<file path="src/rtl/osyrys64_pkg.sv">
// Shared types and opcode constants for the osyrys-64 decode/dispatch stage.
package osyrys64_pkg;

  typedef enum logic [3:0] {
    AluAdd,
    AluSub,
    AluAnd,
    AluOr,
    AluXor,
    AluSll,
    AluSrl,
    AluSra,
    AluSlt,
    AluSltu
  } alu_control_t;

  localparam logic [6:0] OPCODE_OP         = 7'b0110011;
  localparam logic [6:0] OPCODE_OP_IMM     = 7'b0010011;
  localparam logic [6:0] OPCODE_LOAD       = 7'b0000011;
  localparam logic [6:0] OPCODE_STORE      = 7'b0100011;
  localparam logic [6:0] OPCODE_BRANCH     = 7'b1100011;
  localparam logic [6:0] OPCODE_NPU_MATMUL = 7'b0001011;
  localparam logic [6:0] OPCODE_NPU_CONV   = 7'b0101011;

  typedef struct packed {
    alu_control_t alu_control;
    logic         reg_write_en;
    logic         alu_src;
    logic         mem_read;
    logic         mem_write;
    logic         mem_to_reg;
    logic         branch;
    logic [4:0]   rd;
    logic [4:0]   rs1;
    logic [4:0]   rs2;
    logic         illegal;
  } decode_ctrl_t;

  typedef logic [1:0] npu_disp_state_t;

  localparam npu_disp_state_t StIdle = 2'd0;
  localparam npu_disp_state_t StReq  = 2'd1;
  localparam npu_disp_state_t StWait = 2'd2;

  // funct3 -> ALU op for the non-alternate (funct7[5]=0) encodings.
  function automatic alu_control_t base_alu_op(logic [2:0] funct3);
    case (funct3)
      3'b000:  return AluAdd;
      3'b001:  return AluSll;
      3'b010:  return AluSlt;
      3'b011:  return AluSltu;
      3'b100:  return AluXor;
      3'b101:  return AluSrl;
      3'b110:  return AluOr;
      default: return AluAnd;
    endcase
  endfunction

endpackage

</file>
<file path="src/rtl/instr_decode_comb.sv">
// Purely combinational instruction decoder: instruction word -> decode_ctrl_t plus NPU flags.
module instr_decode_comb
  import osyrys64_pkg::*;
#(
  parameter int unsigned EXT_ALU = 1
) (
  input  logic [31:0]                    instr_i,
  output logic [$bits(decode_ctrl_t)-1:0] ctrl_o,
  output logic                           is_npu_o,
  output logic                           is_conv_o
);

  decode_ctrl_t ctrl;
  logic         legal;
  logic [6:0]   opcode;
  logic [2:0]   funct3;
  logic [6:0]   funct7;

  assign opcode = instr_i[6:0];
  assign funct3 = instr_i[14:12];
  assign funct7 = instr_i[31:25];

  always_comb begin
    ctrl             = '0;
    ctrl.alu_control = AluAdd;
    // Register fields are forwarded raw; consumers gate them with the enables.
    ctrl.rd          = instr_i[11:7];
    ctrl.rs1         = instr_i[19:15];
    ctrl.rs2         = instr_i[24:20];
    legal            = 1'b0;
    is_npu_o         = 1'b0;
    is_conv_o        = 1'b0;

    case (opcode)
      OPCODE_OP: begin
        ctrl.reg_write_en = 1'b1;
        if (funct7 == 7'h00) begin
          ctrl.alu_control = base_alu_op(funct3);
          legal            = 1'b1;
        end else if (funct7 == 7'h20 && funct3 == 3'b000) begin
          ctrl.alu_control = AluSub;
          legal            = 1'b1;
        end else if (funct7 == 7'h20 && funct3 == 3'b101) begin
          ctrl.alu_control = AluSra;
          legal            = 1'b1;
        end
      end
      OPCODE_OP_IMM: begin
        ctrl.reg_write_en = 1'b1;
        ctrl.alu_src      = 1'b1;
        ctrl.alu_control  = base_alu_op(funct3);
        legal             = 1'b1;
        // RV64 shifts carry a 6-bit shamt; only instr[30] may be set above it.
        if (funct3 == 3'b001) begin
          legal = (instr_i[31:26] == 6'b000000);
        end else if (funct3 == 3'b101) begin
          legal = (instr_i[31:26] == 6'b000000) || (instr_i[31:26] == 6'b010000);
          if (instr_i[30]) ctrl.alu_control = AluSra;
        end
      end
      OPCODE_LOAD: begin
        ctrl.alu_src      = 1'b1;
        ctrl.mem_read     = 1'b1;
        ctrl.mem_to_reg   = 1'b1;
        ctrl.reg_write_en = 1'b1;
        legal             = (funct3 != 3'b111);
      end
      OPCODE_STORE: begin
        ctrl.alu_src   = 1'b1;
        ctrl.mem_write = 1'b1;
        legal          = !funct3[2];
      end
      OPCODE_BRANCH: begin
        ctrl.alu_control = AluSub;
        ctrl.branch      = 1'b1;
        legal            = (funct3[2:1] != 2'b01);
      end
      OPCODE_NPU_MATMUL: begin
        is_npu_o = 1'b1;
        legal    = 1'b1;
      end
      OPCODE_NPU_CONV: begin
        is_npu_o  = 1'b1;
        is_conv_o = 1'b1;
        legal     = 1'b1;
      end
      default: ;
    endcase

    if (EXT_ALU == 0 && (opcode == OPCODE_OP || opcode == OPCODE_OP_IMM) &&
        ctrl.alu_control != AluAdd && ctrl.alu_control != AluSub) begin
      legal = 1'b0;
    end

    if (!legal) begin
      ctrl.illegal      = 1'b1;
      ctrl.reg_write_en = 1'b0;
      ctrl.mem_read     = 1'b0;
      ctrl.mem_write    = 1'b0;
      ctrl.branch       = 1'b0;
    end
  end

  assign ctrl_o = ctrl;

endmodule

</file>
<file path="src/rtl/decode_dispatch_unit.sv">
// Registered, handshaked decode stage with NPU req/done dispatch and timeout.
// Optional DECODE_PERF_CNT_EN adds instruction, NPU-grant and stall counters.
module decode_dispatch_unit
  import osyrys64_pkg::*;
#(
  parameter int unsigned ILEN        = 32,
  parameter int unsigned NPU_TIMEOUT = 1024,
  parameter int unsigned EXT_ALU     = 1
) (
  input  logic                           clk,
  input  logic                           rst,
  input  logic                           in_valid,
  output logic                           in_ready,
  input  logic [ILEN-1:0]                in_instr,
  input  logic                           flush,
  output logic                           out_valid,
  input  logic                           out_ready,
  output logic [$bits(decode_ctrl_t)-1:0] out_ctrl,
  output logic                           npu_req_valid,
  input  logic                           npu_req_ready,
  output logic                           npu_req_conv,
  output logic [ILEN-1:0]                npu_req_instr,
  input  logic                           npu_done,
  output logic                           npu_timeout_err
`ifdef DECODE_PERF_CNT_EN
  ,
  output logic [63:0]                    perf_instr_cnt,
  output logic [31:0]                    perf_npu_cnt,
  output logic [63:0]                    perf_stall_cnt
`endif
);

  localparam int unsigned CtrlW  = $bits(decode_ctrl_t);
  localparam int unsigned TimerW = $clog2(NPU_TIMEOUT + 1);
  localparam logic [TimerW-1:0] TimerLast = TimerW'(NPU_TIMEOUT - 1);
  localparam logic [TimerW-1:0] TimerMax  = '1;

  logic [CtrlW-1:0]  dec_ctrl;
  logic              dec_is_npu;
  logic              dec_is_conv;

  logic              out_valid_q, out_valid_d;
  logic [CtrlW-1:0]  out_ctrl_q, out_ctrl_d;
  npu_disp_state_t   state_q, state_d;
  logic [TimerW-1:0] timer_q, timer_d;
  logic [ILEN-1:0]   req_instr_q, req_instr_d;
  logic              req_conv_q, req_conv_d;
  logic              timeout_err_q, timeout_err_d;

  logic              fire;
  logic              grant;

  instr_decode_comb #(
    .EXT_ALU(EXT_ALU)
  ) u_decode (
    .instr_i  (in_instr[31:0]),
    .ctrl_o   (dec_ctrl),
    .is_npu_o (dec_is_npu),
    .is_conv_o(dec_is_conv)
  );

  assign in_ready = (state_q == StIdle) && (!out_valid_q || out_ready) && !flush;
  assign fire     = in_valid && in_ready;
  assign grant    = (state_q == StReq) && npu_req_ready;

  always_comb begin
    out_valid_d = out_valid_q;
    out_ctrl_d  = out_ctrl_q;
    if (flush) begin
      out_valid_d = 1'b0;
    end else if (fire && !dec_is_npu) begin
      out_valid_d = 1'b1;
      out_ctrl_d  = dec_ctrl;
    end else if (out_ready) begin
      out_valid_d = 1'b0;
    end
  end

  always_comb begin
    state_d       = state_q;
    timer_d       = timer_q;
    req_instr_d   = req_instr_q;
    req_conv_d    = req_conv_q;
    timeout_err_d = 1'b0;
    case (state_q)
      StIdle: begin
        if (fire && dec_is_npu) begin
          state_d     = StReq;
          req_instr_d = in_instr;
          req_conv_d  = dec_is_conv;
        end
      end
      StReq: begin
        // A grant in the same cycle as flush wins: the op is already issued.
        if (grant) begin
          state_d = StWait;
          timer_d = '0;
        end else if (flush) begin
          state_d = StIdle;
        end
      end
      StWait: begin
        if (npu_done) begin
          state_d = StIdle;
        end else if (timer_q == TimerLast) begin
          state_d       = StIdle;
          timeout_err_d = 1'b1;
        end else if (timer_q != TimerMax) begin
          timer_d = timer_q + TimerW'(1);
        end
      end
      default: state_d = StIdle;
    endcase
  end

  always_ff @(posedge clk or posedge rst) begin
    if (rst) begin
      out_valid_q   <= 1'b0;
      out_ctrl_q    <= '0;
      state_q       <= StIdle;
      timer_q       <= '0;
      req_instr_q   <= '0;
      req_conv_q    <= 1'b0;
      timeout_err_q <= 1'b0;
    end else begin
      out_valid_q   <= out_valid_d;
      out_ctrl_q    <= out_ctrl_d;
      state_q       <= state_d;
      timer_q       <= timer_d;
      req_instr_q   <= req_instr_d;
      req_conv_q    <= req_conv_d;
      timeout_err_q <= timeout_err_d;
    end
  end

  assign out_valid       = out_valid_q;
  assign out_ctrl        = out_ctrl_q;
  assign npu_req_valid   = (state_q == StReq);
  assign npu_req_conv    = req_conv_q;
  assign npu_req_instr   = req_instr_q;
  assign npu_timeout_err = timeout_err_q;

`ifdef DECODE_PERF_CNT_EN
  logic [63:0] perf_instr_q;
  logic [31:0] perf_npu_q;
  logic [63:0] perf_stall_q;

  always_ff @(posedge clk or posedge rst) begin
    if (rst) begin
      perf_instr_q <= '0;
      perf_npu_q   <= '0;
      perf_stall_q <= '0;
    end else begin
      if (out_valid_q && out_ready) perf_instr_q <= perf_instr_q + 64'd1;
      if (grant)                    perf_npu_q   <= perf_npu_q + 32'd1;
      if (in_valid && !in_ready)    perf_stall_q <= perf_stall_q + 64'd1;
    end
  end

  assign perf_instr_cnt = perf_instr_q;
  assign perf_npu_cnt   = perf_npu_q;
  assign perf_stall_cnt = perf_stall_q;
`endif

endmodule

</file>
<file path="config.mk">
export PLATFORM = sky130hd
export DESIGN_NAME = decode_dispatch_unit
export DESIGN_NICKNAME = d
export VERILOG_FILES = /design/src/rtl/osyrys64_pkg.sv /design/src/rtl/instr_decode_comb.sv /design/src/rtl/decode_dispatch_unit.sv
export SDC_FILE = /design/constraint.sdc
export NUM_CORES = 1
export LEC_CHECK = 0
export ABC_AREA = 1
export BUFFER_PORTS_ARGS = -buffer_cell sky130_fd_sc_hd__buf_4
export CAP_MARGIN = 20
export CORE_AREA = 10 10 143 105
export CTS_BUF_LIST = sky130_fd_sc_hd__clkbuf_16
export CTS_CLUSTER_DIAMETER = 80
export DETAILED_ROUTE_END_ITERATION = 6
export DIE_AREA = 0 0 153 115
export GPL_TIMING_DRIVEN = 0
export PLACE_DENSITY = 0.49
export SLEW_MARGIN = 15
export SYNTH_ARGS = -nofsm -noshare
export SYNTH_HDL_FRONTEND = slang
export SYNTH_HIERARCHICAL = 1
export SYNTH_SLANG_ARGS = --single-unit
</file>
<file path="constraint.sdc">
create_clock -name clk -period 6.11 [get_ports clk]
set_input_delay 1.5275 -clock clk [delete_from_list [all_inputs] [get_ports clk]]
set_output_delay 1.5275 -clock clk [all_outputs]
set_load 0.01 [all_outputs]
</file>
==> reports/metrics.yaml <==
layout:
  final_nets: 638
  syn2layout_area_growth_pct: 34.94
  drive_gt1_frac: 0.2838
  utilization: 0.4126
  n_fill_cell: 1292
  final_cell_area_um2: 5055
  n_antenna_cell: 0
floorplan:
  num_rows: 34
  die_h_um: 115
  start_util: 0.3058
  core_um2: 12250
  dieWidth_um: 153
  num_io_pins: 102
  die_area_um2: 17600
critical_path:
  critical_path.max_stage_delay_ns: 0.14
  crit_chain: "buf_4 -> inv_1 -> nand2_2 -> nand2_1 -> nor2_2 -> buf_4"
  crit_slowest_cell: "buf_4"
  critPathMostFrequentCell: "buf_4"
  end_kind: "primary output"
  path_class: "primary input to primary output"
  required_ns: 4.58
  critical_path.max_fanout: 3
  start_kind: "primary input"
  arrival_ns: 2.03
global_route:
  track_usage: 0.1228
  grt_max_degree: 53
  grt_pass1_vias: 3309
  antenna_found_initial: 0
  grt-ovfl-total: 0
  grt_pass1_wl_um: 17460
yosys:
  synth_common_cells: "190 x nand2_1, 74 x dfrtp_1, 56 x inv_1"
  ys_warn_count: 6
  ys_types: 33
  syn_inst: 481
  async_flop_share: 1.000
  synth_edf_count: 0
  ys_ff_latch: 74
  yosysTopAreaCell: "dfrtp_1"
  synth_ff_type: "dfrtp_1"
  yosysMostFrequentCell: "nand2_1"
  synthTopCellsByArea: "dfrtp_1 49%, nand2_1 19%, inv_1 5.6%, o21ai_0 3.7%, nand3_1 3.1%"
  syn_area_um2: 3746
  seq_area_frac_synth: 0.4943
  synth_fp_nets: 525
  yosysTopAreaCellShare: 0.4943
  avgSynthCellArea_um2: 7.788
timing:
  tns_ns: 0
  drv_slew: 0
  grt_setup_unrepaired: "no"
  clock.fmax_mhz: 280.8
  slew_headroom: 0.6177
  finalCritPeriodShare: 0.5829
  hold_viol: 0
  post-route-min-period_ns: 3.562
  worst_pin_slew_ns: 0.5735
  timing.final.ws_setup_ns: 2.548
  fin_skew_ns: 0.008794
  setup_viol: 0
power_and_ir_drop:
  pwr-share-comb: 0.273
  ir_worst_vdd_uv: 141.5
  leakagePower_nw: 2.766
  net-switching-power_uw: 515.2
  switching_share: 0.3126
  pwr-share-seq: 0.379
  p_per_area_nw_per_um2: 326.1
  pwr-share-clk: 0.348
  intPower_mw: 1.133
outcome:
  status: "completed"
detailed_routing:
  drtIter0Drc: 187
  wire_per_inst_um: 13.99
  drc: 0
  routed_wl_um: 10650
  via_per_inst: 4.296
  via_count: 3269
  antenna_left: 0
  drtPass1Iterations: 4
job:
  drv_cap: 0
min_path:
  hold_path.class: "flip-flop to flip-flop"
cts:
  clk_latency_ns: 0.34
  cts_max_path_buffers: 2
  clock-sinks: 74
  cts_resized: 0
  cts_tree: "done"
  cts-root-buf: "clkbuf_16"
  cts-buffers-inserted: 9
  postCtsHoldBufs: 0
  cts.clk_slew.worst_paths_ns: 0.05
  htreeDepth: 3
  cts_setup_buffers: 0
place:
  pre_cts_slack_ns: 2.539
  port_buffers: 101
  placed_area_um2: 4737
  routabilityCongestion: 0.7896
  hpwl_um: 8129
-- stage by stage --
step / instances / power [mW] / hold slack (ns)
after global routing: 761 / 1.754 / 0.5024
after CTS: 761 / 1.678 / 0.4827
final: 761 / 1.648 / 0.4779
after global placement: 744 / 1.085 / 0.4631
after floorplan: 481 / 0.8660 / 0.4675
after detailed placement: 745 / 1.096 / 0.4661
-- sequential cells by signal, indices dropped and copies added, names as in the netlist --
signal and cells:
timer_q 11, npu_timeout_err 1, state_q 2, out_valid 1, out_ctrl 26, npu_req_conv 1
npu_req_instr 32
-- final timing paths --
| path | from | endpoint | slack (ns) | cells past startpoint |
|---|---|---|---|---|
| setup reg to reg | state_q[0] | npu_req_instr[7] | 4.14 | 9 |
| max in group asynchronous | rst | out_ctrl[17] | 4.38 | 3 |
| hold / removal | npu_req_instr[2] | npu_req_instr[2] | 0.48 | 2 |
| min in group asynchronous | rst | npu_req_instr[20] | 1.16 | 2 |
| setup / recovery | out_ready | in_ready | 2.55 | 6 |
| hold reg to reg | npu_req_instr[2] | npu_req_instr[2] | 0.48 | 2 |
-- final cells by class --
type / instances / area (um^2) / area share
plain buffers: 28 / 173.9 / 0.03441
clock buffers: 9 / 225.2 / 0.04455
clock inverters: 7 / 92.59 / 0.01832
inverters: 60 / 227.7 / 0.04505
multi-input cells: 319 / 1495 / 0.2958
flip-flops and latches: 74 / 1852 / 0.3663
well taps: 162 / 202.7 / 0.04010
repair buffers: 102 / 785.8 / 0.1554
-- layer usage --
| metal | share of wire | vias to the layer above | track usage |
|---|---|---|---|
| met5 | 0 | - | 0 |
| met4 | 0.0070 | 0 | 0.03042 |
| met3 | 0.062 | 4 | 0.04627 |
| met2 | 0.44 | 75 | 0.1873 |
| met1 | 0.49 | 1497 | 0.1612 |
| li1 | - | 1693 | - |
-- power by group through the flow --
stage                     combinational (mW)  sequential, mW  clock [mW]
after floorplan                        0.204           0.662           0
after global placement                 0.454           0.632           0
after detailed placement               0.462           0.634           0
after CTS                              0.462           0.626       0.590
after global routing                   0.509           0.637       0.607
final                                  0.451           0.625       0.573
-- critical path, delay by kind of cell --
kind / cells / cell delay, ns
buffers and inverters: 3 / 0.25
AND/OR/NAND/NOR: 3 / 0.25
-- cells by family (layout without fill, tap and decap cells) --
kind of cell,after synthesis,count (layout),share of synthesized area
adder cells (fa/ha/maj),5,5,0.01670
flip-flops,74,74,0.4943
AND/OR/NAND/NOR,266,266,0.3126
buffers and inverters,88,206,0.1065
AO/OA/AOI/OAI,47,47,0.06747
XOR/XNOR,1,1,0.002338
-- cells in the final DEF (no fill, tap or decap), types with 2 or more instances in the layout --
| master | count |
|---|---|
| a21o_1 | 2 |
| buf_4 | 116 |
| clkinvlp_4 | 2 |
| dfrtp_1 | 74 |
| nand4_1 | 3 |
| nand2_1 | 190 |
| nand3_1 | 23 |
| nand2_2 | 7 |
| nand3_2 | 4 |
| a21oi_1 | 4 |
| or2_2 | 2 |
| clkbuf_16 | 9 |
| nor2_4 | 5 |
| ha_1 | 5 |
| buf_2 | 4 |
| nor2_1 | 19 |
| bufinv_16 | 2 |
| nor2_2 | 4 |
| o21ai_1 | 9 |
| nor3_1 | 2 |
| inv_2 | 4 |
| clkbuf_1 | 8 |
| nand3b_1 | 2 |
| o21ai_0 | 28 |
| inv_1 | 55 |
Note: power is estimated with default switching activity, not from simulation.
